==> src/rtl/psram_pkg.sv <==
// Shared types and helpers for the PSRAM single-line read buffer.
// Holds the FSM state enum, the transfer size codes and lane-mask helpers.
package psram_pkg;

    typedef enum logic [2:0] {
        ST_IDLE,
        ST_FILL_ISSUE,
        ST_FILL_WAIT,
        ST_WR_ISSUE,
        ST_WR_WAIT
    } state_t;

    localparam logic [2:0] SZ_BYTE = 3'd1;
    localparam logic [2:0] SZ_HALF = 3'd2;
    localparam logic [2:0] SZ_WORD = 3'd4;

    // Anything that is not a byte or halfword is handled as a full word.
    function automatic logic [2:0] norm_size(input logic [2:0] size);
        logic [2:0] s;
        s = SZ_WORD;
        unique case (1'b1)
            (size == SZ_BYTE): s = SZ_BYTE;
            (size == SZ_HALF): s = SZ_HALF;
            default:           s = SZ_WORD;
        endcase
        return s;
    endfunction

    // Byte lanes covered by an access of the given size at offset off.
    function automatic logic [3:0] byte_mask(input logic [1:0] off,
                                             input logic [2:0] size);
        logic [3:0] m;
        m = 4'hF;
        unique case (1'b1)
            (size == SZ_BYTE): m = 4'b0001 << off;
            (size == SZ_HALF): m = off[1] ? 4'b1100 : 4'b0011;
            default:           m = 4'hF;
        endcase
        return m;
    endfunction

endpackage

==> src/rtl/psram_line_store.sv <==
// Data storage for the buffered line: LINE_WORDS x 32-bit registers.
// Ports: fill_* whole-word write, wr_* byte-enabled write, rd_* comb read.
module psram_line_store #(
    parameter  int LINE_WORDS = 4,
    localparam int IW         = $clog2(LINE_WORDS)
) (
    input  logic          clk,
    input  logic          fill_we,
    input  logic [IW-1:0] fill_idx,
    input  logic [31:0]   fill_data,
    input  logic [3:0]    wr_be,
    input  logic [IW-1:0] wr_idx,
    input  logic [31:0]   wr_data,
    input  logic [IW-1:0] rd_idx,
    output logic [31:0]   rd_data
);

    logic [31:0] mem [LINE_WORDS];

    // Fill and byte writes happen in different FSM states; fill has priority.
    always_ff @(posedge clk) begin
        if (fill_we) begin
            mem[fill_idx] <= fill_data;
        end else begin
            for (int b = 0; b < 4; b++) begin
                if (wr_be[b]) begin
                    mem[wr_idx][8*b +: 8] <= wr_data[8*b +: 8];
                end
            end
        end
    end

    assign rd_data = mem[rd_idx];

endmodule

==> src/rtl/psram_read_buffer.sv <==
// Single-line read buffer with write-through in front of the PSRAM controller.
// Ports: clk/rst, flush, front req/ack bus, mc_* start/done controller bus.
module psram_read_buffer
    import psram_pkg::*;
#(
    parameter int LINE_WORDS = 4,
    parameter int AW         = 24
) (
    input  logic          clk,
    input  logic          rst,
    input  logic          flush,
    input  logic          req,
    input  logic          req_we,
    input  logic [AW-1:0] req_addr,
    input  logic [2:0]    req_size,
    input  logic [31:0]   req_wdata,
    output logic          ack,
    output logic [31:0]   rdata,
    output logic          mc_start,
    output logic [AW-1:0] mc_addr,
    output logic [2:0]    mc_size,
    output logic          mc_rd_wr,
    output logic [31:0]   mc_wdata,
    input  logic [31:0]   mc_rdata,
    input  logic          mc_done
);

    localparam int IW = $clog2(LINE_WORDS);
    localparam int TW = AW - IW - 2;
    localparam logic [IW-1:0] IDX_LAST = IW'(LINE_WORDS - 1);
    localparam logic [IW-1:0] IDX_ZERO = '0;

    state_t        state_q, state_d;
    logic          valid_q;
    logic [TW-1:0] tag_q;
    logic [IW-1:0] cnt_q;
    logic [IW-1:0] cnt_nxt;
    logic          pend_flush_q;

    logic [1:0]    req_off;
    logic [IW-1:0] req_idx;
    logic [TW-1:0] req_tag;
    logic          active;
    logic          hit;
    logic          in_fill;

    logic          fill_we;
    logic [3:0]    wr_be;
    logic          fill_start;
    logic          cnt_inc;
    logic          fill_done;
    logic          ld_wr;
    logic          ack_d;
    logic          rd_upd;
    logic [31:0]   line_rd;
    logic [31:0]   rd_word;

    assign req_off = req_addr[1:0];
    assign req_idx = req_addr[IW+1:2];
    assign req_tag = req_addr[AW-1:IW+2];
    assign cnt_nxt = cnt_q + IW'(1);

    // A request stays up through its ack cycle; do not serve it twice.
    assign active  = req & ~ack;
    assign hit     = valid_q & (tag_q == req_tag);
    assign in_fill = (state_q == ST_FILL_ISSUE) | (state_q == ST_FILL_WAIT);

    assign mc_start = (state_q == ST_FILL_ISSUE) | (state_q == ST_WR_ISSUE);

    // The word landing this cycle is not yet in the store; bypass it.
    assign rd_word = (fill_we && (cnt_q == req_idx)) ? mc_rdata : line_rd;

    psram_line_store #(
        .LINE_WORDS (LINE_WORDS)
    ) u_store (
        .clk       (clk),
        .fill_we   (fill_we),
        .fill_idx  (cnt_q),
        .fill_data (mc_rdata),
        .wr_be     (wr_be),
        .wr_idx    (req_idx),
        .wr_data   (req_wdata),
        .rd_idx    (req_idx),
        .rd_data   (line_rd)
    );

    always_ff @(posedge clk) begin
        if (rst) begin
            state_q <= ST_IDLE;
        end else begin
            state_q <= state_d;
        end
    end

    always_comb begin
        state_d    = state_q;
        fill_we    = 1'b0;
        wr_be      = 4'b0000;
        fill_start = 1'b0;
        cnt_inc    = 1'b0;
        fill_done  = 1'b0;
        ld_wr      = 1'b0;
        ack_d      = 1'b0;
        rd_upd     = 1'b0;
        unique case (state_q)
            ST_IDLE: begin
                if (active) begin
                    if (req_we) begin
                        state_d = ST_WR_ISSUE;
                        ld_wr   = 1'b1;
                        if (hit && !flush) begin
                            wr_be = byte_mask(req_off, norm_size(req_size));
                        end
                    end else if (hit && !flush) begin
                        ack_d  = 1'b1;
                        rd_upd = 1'b1;
                    end else begin
                        state_d    = ST_FILL_ISSUE;
                        fill_start = 1'b1;
                    end
                end
            end
            ST_FILL_ISSUE: begin
                state_d = ST_FILL_WAIT;
            end
            ST_FILL_WAIT: begin
                if (mc_done) begin
                    fill_we = 1'b1;
                    if (cnt_q == IDX_LAST) begin
                        state_d   = ST_IDLE;
                        fill_done = 1'b1;
                        ack_d     = 1'b1;
                        rd_upd    = 1'b1;
                    end else begin
                        state_d = ST_FILL_ISSUE;
                        cnt_inc = 1'b1;
                    end
                end
            end
            ST_WR_ISSUE: begin
                state_d = ST_WR_WAIT;
            end
            ST_WR_WAIT: begin
                if (mc_done) begin
                    state_d = ST_IDLE;
                    ack_d   = 1'b1;
                end
            end
            default: begin
                state_d = ST_IDLE;
            end
        endcase
    end

    always_ff @(posedge clk) begin
        if (rst) begin
            valid_q      <= 1'b0;
            tag_q        <= '0;
            cnt_q        <= '0;
            pend_flush_q <= 1'b0;
            ack          <= 1'b0;
            rdata        <= '0;
            mc_addr      <= '0;
            mc_size      <= SZ_WORD;
            mc_rd_wr     <= 1'b1;
            mc_wdata     <= '0;
        end else begin
            ack <= ack_d;
            if (rd_upd) begin
                rdata <= rd_word;
            end
            if (fill_start) begin
                valid_q  <= 1'b0;
                tag_q    <= req_tag;
                cnt_q    <= '0;
                mc_addr  <= {req_tag, IDX_ZERO, 2'b00};
                mc_size  <= SZ_WORD;
                mc_rd_wr <= 1'b1;
            end
            if (cnt_inc) begin
                cnt_q   <= cnt_nxt;
                mc_addr <= {tag_q, cnt_nxt, 2'b00};
            end
            if (ld_wr) begin
                mc_addr  <= req_addr;
                mc_size  <= norm_size(req_size);
                mc_rd_wr <= 1'b0;
                mc_wdata <= req_wdata;
            end
            // A flush seen during a fill is deferred until the fill ends.
            if (fill_done) begin
                valid_q      <= ~(pend_flush_q | flush);
                pend_flush_q <= 1'b0;
            end else if (flush) begin
                if (in_fill) begin
                    pend_flush_q <= 1'b1;
                end else begin
                    valid_q <= 1'b0;
                end
            end
        end
    end

endmodule
==> config.mk <==
export PLATFORM = sky130hd
export DESIGN_NAME = psram_read_buffer
export DESIGN_NICKNAME = d
export VERILOG_FILES = /design/src/rtl/psram_pkg.sv /design/src/rtl/psram_line_store.sv /design/src/rtl/psram_read_buffer.sv
export SDC_FILE = /design/constraint.sdc
export NUM_CORES = 1
export LEC_CHECK = 0
export ABC_AREA = 1
export CORE_AREA = 8 8 158 160
export CTS_BUF_LIST = sky130_fd_sc_hd__clkbuf_2
export CTS_CLUSTER_SIZE = 14
export DETAILED_ROUTE_END_ITERATION = 8
export DIE_AREA = 0 0 166 168
export HOLD_SLACK_MARGIN = 0.05
export PLACE_DENSITY = 0.8
export SYNTH_ARGS = -nofsm -noshare
export SYNTH_HDL_FRONTEND = slang
export SYNTH_SLANG_ARGS = --single-unit
==> constraint.sdc <==
create_clock -name clk -period 4.3 [get_ports clk]
set_clock_uncertainty 0.2 [all_clocks]
set_input_delay 0.86 -clock clk [delete_from_list [all_inputs] [get_ports clk]]
set_output_delay 0.86 -clock clk [all_outputs]
set_load 0.01 [all_outputs]
### Yosys cells after proc, flatten, opt, wreduce, memory -nomap -nowiden

Memory sizes are Yosys's and may differ from the RTL's. A register that Yosys moved wholly into a read port is not among the register bits.
Index checks and enable logic that the tools add are counted.

* register bits after elaboration: 88
* memory bits (writable): 128
* input port bits: 97
* output and inout bits: 94
* memories: 1

Memories
* u_store.mem: words 4, width 32, rd ports 1, clocked after Yosys merged registers in 1, wr ports 1, line psram_line_store.sv:18 `logic [31:0] mem [LINE_WORDS];`

* $add $sub $neg: 1
* equal/unequal tests: 14
* shifts and indexed selects: 1
* muxes and demuxes: 68
* bitwise operators: 7
* reductions and logical operators: 10

Operator list (count)
* $mux W24: 3
* $mux W1: 39
* $mux W3: 11
* $mux W32: 1
* $reduce_or A32 Y1: 1
* $mux W4: 6
* $eq A20 B20 Y1: 1
* $pmux W3 S5: 1
* $eq A3 B2 Y1 const B: 4
* $eq A3 B1 Y1 const B: 3
* $pmux W4 S2: 1
* $mux W2: 3
* $ne A2 B2 Y1 const B: 3
* $pmux W3 S2: 1
* $reduce_and A4 Y1: 1
* $reduce_bool A2 Y1: 2
* $shl A1 B2 Y4 const A: 1
* $eq A3 B3 Y1 const B: 1
* $logic_not A3 Y1: 1
* $ne A3 B3 Y1 const B: 1
* $or A1 B1 Y1: 3
* $pmux W1 S3: 1
* $reduce_bool A3 Y1: 1
* $add A2 B1 Y2 const B: 1
* 8 further kinds: 10

### Logic depth before layout (Yosys ltp)

* depth in word-level cells: 18
* depth in mapped cells: 18
* gate-level depth less buffers: 17

### Modules after synthesis

Synthesis repeated with hierarchy kept, for this count alone.

* cells, all modules: 1273
* area, all modules: 11255.8 um^2

Modules (own cells, without submodules)
* psram_read_buffer: times used 1, cells each 815, area an instance 5886.9 um^2, seq. area each 2402.3 um^2
* psram_line_store: times used 1, cells each 458, area an instance 5368.9 um^2, seq. area each 3843.7 um^2

### Least setup slack after synthesis

OpenSTA, ideal clock, no wires.

* path type: input to register
* start point: in req_size[0]
* end point: mem u_store.mem[1][10], enable pin
* arrival: 3.102 ns
* slack: 0.627 ns
* cell stages on the path: 15
* buffers on the path: 2
* cells stage by stage: nor3_1 > inv_1 > ha_1 > nand2_1 > a31oi_1 > nor2_2 > o21ai_4 > nand2_2 > buf_6 > buf_4 > nand2_1 > nand2_1 > inv_2 > nand2_1 > nor2_1

* cells in the longest elaborated chain, start to end: 17

Ends and longest elaborated chain
* from (decl): line psram_read_buffer.sv:15 `input logic [2:0] req_size,`
* $eq A3 B2 Y1 / $eq A3 B1 Y1 (equally long branches): line psram_pkg.sv:23, psram_pkg.sv:22
* $pmux W3 S2 (*): line psram_pkg.sv:21 `unique case (1'b1)`
* $mux W3 (*): line psram_read_buffer.sv:111 `if (hit && !flush) begin`
* $mux W3 (*): line psram_read_buffer.sv:108 `if (req_we) begin`
* $mux W3 (*): line psram_read_buffer.sv:107 `if (active) begin`
* $mux W3 (*): line psram_read_buffer.sv:105 `unique case (state_q)`
* $eq A3 B2 Y1 / $eq A3 B1 Y1 (equally long branches): line psram_pkg.sv:36, psram_pkg.sv:35
* $pmux W4 S2 (*): line psram_pkg.sv:34 `unique case (1'b1)`
* $mux W4 (*): line psram_read_buffer.sv:111
* $mux W4 (*): line psram_read_buffer.sv:108
* $mux W4 (*): line psram_read_buffer.sv:107
* $mux W4 (*): line psram_read_buffer.sv:105
* $mux W1: line psram_line_store.sv:26 `if (wr_be[b]) begin`
* $mux W1: line psram_line_store.sv:22 `if (fill_we) begin`
* $mux W1 (not written as such): line psram_line_store.sv:27 `mem[wr_idx][8*b +: 8] <= wr_data[8*b +: 8];`
* $reduce_or A32 Y1 (no line)
* $mux W2 (no line) / $mux W4 (equally long branches)
* to (decl): line psram_line_store.sv:18

Every way passes the cells marked *; elsewhere a longest branch is shown, timed or not. The select of a mux whose other input is x is not followed.

### Worst setup path after layout

* start point: in req_size[1]
* end point: mem u_store.mem[3][18], enable pin

The elaborated chain is that of the path after synthesis.

==> results.cfg <==
[sta]
setup_viol = 0
fin_setup_tns_ns = 0
post-route-period-util_pct = 85.8
finalHoldViolations = 0
slew_viol_final = 0
worst_slew_pin_slew_ns = 0.798
setup_ws_ns = 0.610
whs_ns = 0.273
clock.fmax_mhz = 271
rsz0062_at_grt = false
maxSlewHeadroom_pct = 46.6
layout_min_cycle_time_ns = 3.69

[pwr]
p_total_mw = 5.22
p_comb_share_pct = 17.8
swShare_pct = 29.8
powerDensity_nw_per_um2 = 378
netSwitchingPower_mw = 1.55
p_clk_share_pct = 30.4
vdd_drop_max_v = 0.000193
internal_power_mw = 3.67
p_seq_share_pct = 51.8
p_leak_nw = 5.77

[critical_path]
crit_slowest_cell = nor2_1
worst_setup_path_start_kind = input pin
crit_required_ns = 4.50
crit_path_end_kind = flop
path_delay_family = simple AND/OR/NAND/NOR gates
critPathMaxFanout = 8
path_buf_inv = 4
worstPathCellList = clkdlybuf4s50_1 -> inv_1 -> nor3_1 -> buf_4 -> inv_1 -> ha_1 -> nand2_1 -> a31oi_1 -> nor2_2 -> o21ai_4 -> nand2_2 -> o21ai_1 -> nand2_1 -> nor2_1
crit_arrival_ns = 3.89
critPathMaxStageDelay_ns = 0.62
criticalPathCategory = input pin to flop

[global_routing]
grt_pass1_vias = 9464
grt_max_degree = 90
grt_pass1_wl_mm = 48.8
antenna_found_initial = 3
grt-ovfl-total = 0
grt_usage_pct = 21.5

[placement]
port_buffers = 190
place.gp.congestion = 0.884
place_ws_ns = -0.129
placed_area_um2 = 13200
place_hpwl_mm = 21.6

[logic_synthesis]
yosysSeqAreaShare_pct = 56.8
ys.flop_type = edfxtp_1
synth_area_um2 = 11000
synthArstFlopShare_pct = 0
ys_seq_elements = 248
ys_types = 37
avgSynthCellArea_um2 = 8.59
synth-edff-count = 128
yosysWarningCount = 0
syn_nets = 1381
synth_cells = 1280

[finish]
drive_above_1_share_pct = 13.6
nFillCells = 1837
multiInputGateArea_um2 = 3920
regArea_um2 = 6250
nets = 1606
area_growth_pct = 25.7
final_cell_area_um2 = 13800

[route]
wl_met1_mm = 12.6
dr_wl_met2_mm = 15.1
drt-pass1-iter-count = 5
via_count = 9824
postRouteAntennaNets = 0
vias_per_cell = 5.33
route.met3.wl_mm = 2.88
top_layer = met5
wl_mm = 31.3
drc = 0
routedWlPerCell_um = 17.0
first_iter_violations = 953

[min_path]
min_path_type = flop to flop

[die]
die_w_um = 166
die_h_um = 168
dieArea_um2 = 27900
core_um2 = 22400
start_util_pct = 49.2
rows = 55
ioPinCount = 191

[cts]
cts_root_buf = clkbuf_2
path_clk_slew_ns = 0.11
postCtsHoldBufs = 0
clk_path_buf_depth = 3
htreeDepth = 3
cts_buffers = 66
clk_latency_ns = 0.77
cts_tree = built
clock_sink_count = 248
cts_setup_buffers = 0
cts_resized = 0

[outcome]
status = finished clean

[job]
max_cap_violations = 0
## path summary, 6_finish.rpt
| check | from | endpoint | slack (ns) | cells past startpoint |
|---|---|---|---|---|
| setup / recovery | req_size[1] | u_store.mem[3][18]$_DFFE_PP_ | 0.61 | 14 |
| hold / removal | mc_addr[2]$_SDFFE_PP0P_ | mc_addr[2]$_SDFFE_PP0P_ | 0.27 | 2 |
| hold reg to reg | mc_addr[2]$_SDFFE_PP0P_ | mc_addr[2]$_SDFFE_PP0P_ | 0.27 | 2 |
| setup reg to reg | tag_q[9]$_SDFFE_PP0P_ | u_store.mem[3][18]$_DFFE_PP_ | 1.21 | 15 |
## power by group through the flow
| stage | registers [mW] | clock network [mW] | logic, mW |
|---|---|---|---|
| after floorplan | 2.78 | 0 | 0.464 |
| after global placement | 2.75 | 0 | 0.900 |
| after detailed placement | 2.76 | 0 | 0.920 |
| after CTS | 2.70 | 1.63 | 0.926 |
| after global routing | 2.72 | 1.76 | 1.01 |
| final | 2.71 | 1.59 | 0.927 |
## cell families after synthesis
kind of cell / Yosys count / share of synthesized area [%]
buffers and inverters: 202 / 7.59
adder cells (fa/ha/maj): 4 / 0.455
AO/OA/AOI/OAI: 275 / 13.6
AND/OR/NAND/NOR: 549 / 21.4
flip-flops: 248 / 56.8
XOR/XNOR: 2 / 0.159
## worst min-delay path, stage by stage, from the launching register on
cell	delay, ns
dfxtp_1	0.33
nand2_1	0.06
a21oi_1	0.05
## metal layers
layer | track usage (%) | up-vias
li1 | - | 4793
met1 | 25.6 | 4525
met2 | 36.3 | 447
met3 | 6.59 | 55
met4 | 7.91 | 4
met5 | 0 | -
## cell usage after synthesis, drive strengths merged, types with 22 or more instances
library cell / n / share of area, %
edfxtp: 128 / 35
nand4: 32 / 1.8
o21ai: 178 / 8.3
nor2: 177 / 6.4
nand2: 254 / 8.9
buf: 22 / 1.4
inv: 126 / 4.3
a21oi: 32 / 1.5
o22ai: 36 / 2.0
clkbuf: 54 / 1.8
nand3: 78 / 3.9
a31oi: 26 / 1.5
dfxtp: 120 / 22
## through the flow
step	utilization, %	std cells
after CTS	61.8	1841
after global placement	59.2	1722
final	61.8	1843
after detailed placement	59.2	1722
after floorplan	-	1280
after global routing	61.8	1843
## layout make-up
class | count | area share (%)
Clock inverter | 13 | 0.380
Clock buffer | 106 | 3.84
Inverter | 126 | 3.42
Sequential cell | 248 | 45.2
Tap cell | 285 | 2.58
Antenna cell | 2 | 0.0362
Timing Repair Buffer | 233 | 16.2
Multi-Input combinational cell | 830 | 28.3
## sequential cells by signal, indices dropped and copies added (netlist names)
signal,flops
mc_wdata,32
pend_flush_q,1
cnt_q,2
ack,1
u_store.mem,128
tag_q,20
rdata,32
state_q,3
mc_size,3
mc_addr,24
mc_rd_wr,1
valid_q,1
## placed cells by master (no fill, tap or decap)
master / instances
inv_1: 91
diode_2: 2
o21bai_4: 1
o21ai_1: 22
clkdlybuf4s50_1: 189
o22ai_1: 36
nand3_1: 72
a31oi_1: 26
o21ai_2: 2
clkinv_2: 3
nand4_1: 32
edfxtp_1: 128
inv_2: 37
xnor2_1: 1
xor2_1: 1
nor3_1: 5
clkbuf_2: 106
nor2_1: 172
nand2_1: 248
a21oi_1: 32
nand2_2: 4
or2_1: 1
ha_1: 4
nor4_1: 1
nand3_4: 1
o21a_1: 1
nor3_2: 1
dfxtp_1: 120
buf_4: 41
buf_12: 2
o21ai_4: 1
nor2_8: 1
a41oi_1: 1
nor2_4: 2
buf_2: 1
nand3_2: 5
nor2_2: 2
clkinv_1: 8
nand2_4: 2
o21ai_0: 153
Note: power is estimated with default switching activity, not from simulation.
